**src/rtl/stream_mux_rr_if.sv**
```systemverilog
// Stream bundle for stream_mux_rr: N producer channels in, one stream out.
// slave is the mux side, master is the producer/consumer side.
interface stream_mux_rr_if #(
    parameter int WIDTH    = 8,
    parameter int CHANNELS = 4,
    parameter int SEL_W    = 2
);
    logic [CHANNELS*WIDTH-1:0] in_data;
    logic [CHANNELS-1:0]       in_valid;
    logic [CHANNELS-1:0]       in_ready;
    logic [WIDTH-1:0]          out_data;
    logic [SEL_W-1:0]          out_ch;
    logic                      out_valid;
    logic                      out_ready;

    modport slave (
        input  in_data,
        input  in_valid,
        output in_ready,
        output out_data,
        output out_ch,
        output out_valid,
        input  out_ready
    );

    modport master (
        output in_data,
        output in_valid,
        input  in_ready,
        input  out_data,
        input  out_ch,
        input  out_valid,
        output out_ready
    );
endinterface

```
**src/rtl/stream_mux_rr.sv**
```systemverilog
// N-channel valid/ready stream mux, fixed-select or round-robin,
// with a one-entry registered output stage.
module stream_mux_rr #(
    parameter int WIDTH    = 8,
    parameter int CHANNELS = 4,
    parameter int SEL_W    = 2
) (
    input  logic             clk,
    input  logic             rst_n,
    input  logic             mode,
    input  logic [SEL_W-1:0] sl,
    stream_mux_rr_if.slave   bus
);

    localparam logic [SEL_W-1:0] PTR_RST = SEL_W'(CHANNELS - 1);

    logic [WIDTH-1:0] out_data_q,  out_data_d;
    logic [SEL_W-1:0] out_ch_q,    out_ch_d;
    logic             out_valid_q, out_valid_d;
    logic [SEL_W-1:0] rr_ptr_q,    rr_ptr_d;

    logic             fix_hit;
    logic [SEL_W-1:0] fix_idx;
    logic             rr_hit;
    logic [SEL_W-1:0] rr_idx;
    logic             gnt_vld;
    logic [SEL_W-1:0] gnt_idx;
    logic [WIDTH-1:0] gnt_data;
    logic             ld;
    logic             xfer;

    function automatic logic [SEL_W-1:0] rr_slot(
        input logic [SEL_W-1:0] ptr,
        input int               off
    );
        return SEL_W'((int'(ptr) + off) % CHANNELS);
    endfunction

    // Fixed select: out-of-range selects never grant.
    always_comb begin
        fix_hit = 1'b0;
        fix_idx = '0;
        if (int'(sl) < CHANNELS) begin
            fix_idx = sl;
            fix_hit = bus.in_valid[sl];
        end
    end

    // Scan from farthest to nearest so the slot closest
    // after rr_ptr is the one left standing.
    always_comb begin
        rr_hit = 1'b0;
        rr_idx = '0;
        for (int off = CHANNELS; off >= 1; off--) begin
            if (bus.in_valid[rr_slot(rr_ptr_q, off)]) begin
                rr_hit = 1'b1;
                rr_idx = rr_slot(rr_ptr_q, off);
            end
        end
    end

    always_comb begin
        gnt_vld = mode ? rr_hit : fix_hit;
        gnt_idx = mode ? rr_idx : fix_idx;
        ld      = !out_valid_q || bus.out_ready;
        xfer    = rst_n && gnt_vld && ld;
    end

    always_comb begin
        gnt_data = '0;
        for (int i = 0; i < CHANNELS; i++) begin
            if (gnt_idx == SEL_W'(i)) begin
                gnt_data = bus.in_data[i*WIDTH +: WIDTH];
            end
        end
    end

    always_comb begin
        bus.in_ready = '0;
        for (int i = 0; i < CHANNELS; i++) begin
            if (gnt_idx == SEL_W'(i)) begin
                bus.in_ready[i] = xfer;
            end
        end
    end

    always_comb begin
        out_data_d  = out_data_q;
        out_ch_d    = out_ch_q;
        out_valid_d = out_valid_q;
        rr_ptr_d    = rr_ptr_q;
        if (xfer) begin
            out_data_d  = gnt_data;
            out_ch_d    = gnt_idx;
            out_valid_d = 1'b1;
            rr_ptr_d    = gnt_idx;
        end else if (out_valid_q && bus.out_ready) begin
            out_valid_d = 1'b0;
        end
    end

    always_ff @(posedge clk or negedge rst_n) begin
        if (!rst_n) begin
            out_data_q  <= '0;
            out_ch_q    <= '0;
            out_valid_q <= 1'b0;
            rr_ptr_q    <= PTR_RST;
        end else begin
            out_data_q  <= out_data_d;
            out_ch_q    <= out_ch_d;
            out_valid_q <= out_valid_d;
            rr_ptr_q    <= rr_ptr_d;
        end
    end

    assign bus.out_data  = out_data_q;
    assign bus.out_ch    = out_ch_q;
    assign bus.out_valid = out_valid_q;

endmodule

```
**src/flat_wrapper.sv**
```systemverilog
// flat-port wrapper written by rule: the top's interface ports become plain ports
module stream_mux_rr_flat 
#(
    parameter int WIDTH    = 8,
    parameter int CHANNELS = 4,
    parameter int SEL_W    = 2
)
  (clk, rst_n, mode, sl, bus_in_data, bus_in_valid, bus_in_ready, bus_out_data, bus_out_ch, bus_out_valid, bus_out_ready);
  stream_mux_rr_if #(.WIDTH(WIDTH), .CHANNELS(CHANNELS), .SEL_W(SEL_W)) bus_i ();
  input  logic clk;
  input  logic rst_n;
  input  logic mode;
  input  logic [SEL_W-1:0] sl;
  input wire logic [$bits(bus_i.in_data)-1:0] bus_in_data;
  input wire logic [$bits(bus_i.in_valid)-1:0] bus_in_valid;
  output wire logic [$bits(bus_i.in_ready)-1:0] bus_in_ready;
  output wire logic [$bits(bus_i.out_data)-1:0] bus_out_data;
  output wire logic [$bits(bus_i.out_ch)-1:0] bus_out_ch;
  output wire logic [$bits(bus_i.out_valid)-1:0] bus_out_valid;
  input wire logic [$bits(bus_i.out_ready)-1:0] bus_out_ready;
  assign bus_i.in_data = bus_in_data;
  assign bus_i.in_valid = bus_in_valid;
  assign bus_in_ready = bus_i.in_ready;
  assign bus_out_data = bus_i.out_data;
  assign bus_out_ch = bus_i.out_ch;
  assign bus_out_valid = bus_i.out_valid;
  assign bus_i.out_ready = bus_out_ready;
  stream_mux_rr #(.WIDTH(WIDTH), .CHANNELS(CHANNELS), .SEL_W(SEL_W)) u_core (.clk(clk), .rst_n(rst_n), .mode(mode), .sl(sl), .bus(bus_i));
endmodule
```
**config.mk**
```make
export PLATFORM = sky130hd
export DESIGN_NAME = stream_mux_rr_flat
export DESIGN_NICKNAME = d
export VERILOG_FILES = /design/src/rtl/stream_mux_rr_if.sv /design/src/rtl/stream_mux_rr.sv /design/src/flat_wrapper.sv
export SDC_FILE = /design/constraint.sdc
export NUM_CORES = 1
export LEC_CHECK = 0
export BUFFER_PORTS_ARGS = -buffer_cell sky130_fd_sc_hd__buf_2
export CELL_PAD_IN_SITES_DETAIL_PLACEMENT = 0
export CELL_PAD_IN_SITES_GLOBAL_PLACEMENT = 2
export CORE_MARGIN = 2
export CORE_UTILIZATION = 23
export CTS_CLUSTER_DIAMETER = 150
export DETAILED_ROUTE_END_ITERATION = 12
export PLACE_DENSITY = 0.8
export SLEW_MARGIN = 40
export SYNTH_ARGS = -nofsm -noshare
export SYNTH_HDL_FRONTEND = slang
export SYNTH_SLANG_ARGS = --single-unit
```
**constraint.sdc**
```tcl
create_clock -name clk -period 2.2 [get_ports clk]
set_input_delay 0.22 -clock clk [delete_from_list [all_inputs] [get_ports clk]]
set_output_delay 0.22 -clock clk [all_outputs]
set_load 0.1 [all_outputs]
```
Word-level counts from Yosys, hierarchy flattened. Index checks and enable logic that the tools add are counted.

$add $sub $neg: 4. Reductions and logical operators: 7. Magnitude comparators: 5. Equal/unequal tests: 3. Multiplexer cells: 30.

Operator list (count): $mux W8 (4); $mux W1 (16); $lt A2 B3 Y1 const B (5); $bmux W1 S2 (5); $mux W2 (5); $add A2 B1 Y2 const B (2); $add A2 B2 Y2 const B (2); $eq A2 B2 Y1 const B (2); $logic_and A1 B1 Y1 (3); $eq A2 B1 Y1 const B (1); $logic_not A2 Y1 (1); $reduce_bool A2 Y1 (1); $logic_not A1 Y1 (1); $logic_or A1 B1 Y1 (1).

Logic and storage cells: 53. Register bits: 13. Input port bits: 42. Output and inout port bits: 15.

Depth between registers and ports, before layout.
Word-level depth: 13. Depth in mapped cells: 7. Depth with buffers taken out: 6.

Worst setup path after synthesis. No wires, ideal clock.

Path type: register -> output. Start point: register u_core.rr_ptr_q[1]. End point: output bus_in_ready[2]. Buffers on the path: 1. Required time: 1.980 ns. Stages on the path, launching flop included: 7. Arrival time: 3.320 ns. Slack: -1.340 ns. Cell sequence: dfstp_2 -> nand2b_1 -> o21ai_1 -> o2111ai_1 -> o21ai_2 -> buf_2 -> nor3_1.

Word-level cells in the longest chain between the ends: 11. Elaborated cells between the ends (all ways): 26. Those cells by class: add/sub (4); eq/ne (1); mux (19); reduce/logical (2).

RTL lines: start: declaration (line stream_mux_rr.sv:20) `logic [SEL_W-1:0] rr_ptr_q, rr_ptr_d;`; start signal: assignment (line stream_mux_rr.sv:112) `rr_ptr_q <= rr_ptr_d;`; $add A2 B1 Y2 (line stream_mux_rr.sv:36) `return SEL_W'((int'(ptr) + off) % CHANNELS);`; $bmux W1 S2 (line stream_mux_rr.sv:55) `if (bus.in_valid[rr_slot(rr_ptr_q, off)]) begin`; $mux W1 (not written as such) (line stream_mux_rr.sv:55); $mux W1 (4 in series) (line stream_mux_rr.sv:55); $mux W1 (line stream_mux_rr.sv:63) `gnt_vld = mode ? rr_hit : fix_hit;`; $logic_and A1 B1 Y1 (2 in series) (line stream_mux_rr.sv:66) `xfer = rst_n && gnt_vld && ld;`; $mux W1 * (line stream_mux_rr.sv:81) `if (gnt_idx == SEL_W'(i)) begin`; end: declaration (line flat_wrapper.sv:16) `output wire logic [$bits(bus_i.in_ready)-1:0] bus_in_ready;`.

Mark *: on every way between the ends. The rest lies on a longest branch, timed or not. The select of a mux whose other input is x is not followed.

Final worst setup path.
Start point: register u_core.rr_ptr_q[1]. End point: output bus_in_ready[3].

Same word-level chain as after synthesis.

==> reports/results.tsv <==
metric	value	unit
cts.clk_slew.worst_paths	50	ps
syn_area	902	sq um
first_global_vias	951	
cts_buffers	3	
start_kind	register	
holdPathEnd	u_core.bus.out_valid	
drive_gt1_frac	0.576	
post_drt_wl_per_cell	12.3	um
timing.reg2reg.worst_path_depth	8	
drc	0	
avgSynthCellArea	10.3	sq um
place_ws	195	ps
nets	194	
clk_latency	240	ps
ys_ff_latch	13	
die_w	66.6	um
maxSlewHeadroom	0.673	
cp-end-kind	output pin	
cellPowerDensity	1010	nW/um^2
die_h	66.6	um
diodes	0	
hpwl	2000	um
clockBufferDepth	2	
hp-start	bus_out_ready	
grt_max_degree	17	
leakagePower	0.000677	uW
track_usage	0.118	
ir_drop	0.601	mV
syn_to_final_growth	58.1	%
crit_arrival	1870	ps
routed_wl	2460	um
fin_ws	114	ps
tightest_slew	494	ps
antenna_found_initial	0	
status	complete, no violations	
core_region_area	3720	sq um
fin_skew	2.27	ps
synth_seq_area_share	0.363	
worstReg2RegEnd	u_core.bus.out_data[2]	
port_buffers	56	
routed.top_layer	met3	
startpoint	u_core.rr_ptr_q[1]	
finalCriticalPeriod	2090	ps
finalCoreUtilization	0.384	
whs_path_depth	3	
timing.hold.ws	258	ps
wl_met3	212	um
die_area	4440	sq um
netlist-cell-type-count	35	
rsz0062_at_grt	no	
cts_tree	done	
critPathMaxFanout	8	
reg2reg_slack	140	ps
grt_pass1_wl	4060	um
ioPinCount	57	
wl_met1	1130	um
hold_viol_final	0	
root_buffer	clkbuf_8	
overflow	0	
drt_iter0_markers	29	
fin_crit_sh	0.948	
hp-class	in2reg	
drv_cap	0	
viasPerCell	4.69	
worst_ep_required_time	1980	ps
met2_length	1110	um
vias	933	
syn-num-nets	130	
worstSetupPathType	reg2out	
rows	22	
ys_warn_count	0	
cts_htree_levels	1	
initial_core_util	0.243	
r2r_start	u_core.rr_ptr_q[1]	
synthCells	88	
final_max_slew_viol_count	0	
drtPass1Iterations	4	
placed_cells	193	
clock.fmax	479	MHz
gp_congestion	0.732	
setup_viol	0	
antenna_left	0	
instances_no_fill	199	
clock-sinks	13	
==> worst max path at each step <==
stage	to	slack, ps	cells past startpoint
final	bus_in_ready[3]	110	6
after global routing	u_core.bus.out_data[2]	7	8
after CTS	bus_in_ready[0]	50	6
after detailed placement	u_core.bus.out_data[2]	190	7
after global placement	bus_in_ready[0]	250	6
after floorplan	bus_in_ready[2]	-50	6
==> what timing repair did <==
action,CTS,global route
endpoints found under the hold margin,11,0
resized for setup,0,3
hold buffers,1,0
setup endpoints to repair,0,4
buffers inserted,0,1
==> worst max-delay path, stage by stage (launching register included) <==
cell	delay (ps)
dfstp_2	590
nor3_1	70
o31ai_1	270
o22ai_1	130
buf_4	170
nor3_4	210
buf_12	200
==> synthesized netlist by cell type, drive strengths merged <==
| cell | instances | area share |
|---|---|---|
| mux2i | 16 | 0.18 |
| or2b | 1 | 0.0097 |
| o21ai | 3 | 0.021 |
| nand2 | 3 | 0.012 |
| nand3b | 1 | 0.0083 |
| buf | 4 | 0.032 |
| inv | 1 | 0.0042 |
| and3 | 2 | 0.014 |
| nor2b | 1 | 0.0069 |
| nand3 | 1 | 0.0055 |
| nand2b | 3 | 0.021 |
| nor2 | 11 | 0.057 |
| o22a | 1 | 0.011 |
| o211ai | 1 | 0.014 |
| a21bo | 1 | 0.011 |
| a21oi | 3 | 0.017 |
| nor4 | 1 | 0.0069 |
| mux4 | 1 | 0.025 |
| and2b | 1 | 0.0097 |
| o22ai | 1 | 0.0069 |
| nor3 | 3 | 0.017 |
| o31ai | 1 | 0.0083 |
| o2111ai | 1 | 0.0097 |
| a221oi | 8 | 0.085 |
| dfstp | 2 | 0.058 |
| a21o | 4 | 0.039 |
| dfrtp | 11 | 0.31 |
| a21boi | 1 | 0.0083 |
==> sequential cells by signal, indices dropped and copies added (netlist names) <==
register,flops
u_core.bus.out_ch,2
u_core.bus.out_data,8
u_core.bus.out_valid,1
u_core.rr_ptr_q,2
==> stage by stage <==
| step | area (sq um) | setup TNS (ps) | total power [uW] |
|---|---|---|---|
| after floorplan | 931 | -46.2 | 1030 |
| after global placement | 1350 | 0 | 1220 |
| after detailed placement | 1350 | 0 | 1230 |
| after CTS | 1410 | 0 | 1440 |
| after global routing | 1430 | 0 | 1510 |
| final | 1430 | 0 | 1440 |
==> layout by cell type, fill, tap and decap left out, types with 2 or more instances in the layout <==
cell type  netlist  layout
buf_12           0       5
buf_2            2      52
buf_4            1       5
a221oi_1         7       7
dfstp_2          2       2
clkbuf_8         0       3
a21oi_1          3       3
dfrtp_1         11      10
a21o_2           4       4
nor2_1           9       9
nor3_4           0       2
nand2b_1         3       3
mux2i_1         16      16
nand2_1          3       3
and3_2           0       2
==> power breakdown <==
group / internal (uW) / switching (uW)
registers: 313 / 46.6
clock network: 128 / 79.3
logic: 231 / 644
total: 671 / 770
==> layout make-up <==
type | instances | area (sq um)
tap | 48 | 60.1
sequential | 13 | 329
fill | 409 | 2290
timing repair buffer | 63 | 408
clock buffer | 4 | 45.0
inverter | 1 | 3.75
multi-input combinational | 70 | 581
==> layer usage <==
metal	vias up	GRT usage
li1	462	-
met1	423	0.159
met2	48	0.195
met3	0	0.0203
met4	0	0.0306
met5	-	0
==> kinds of logic after synthesis <==
family                 Yosys count  share of synthesized area
and+or+nand+nor                 28                      0.168
AOI/OAI and AO/OA               25                      0.230
muxes                           17                      0.202
DFF                             13                      0.363
buffers and inverters            5                     0.0361
(Power assumes the default switching activity.)
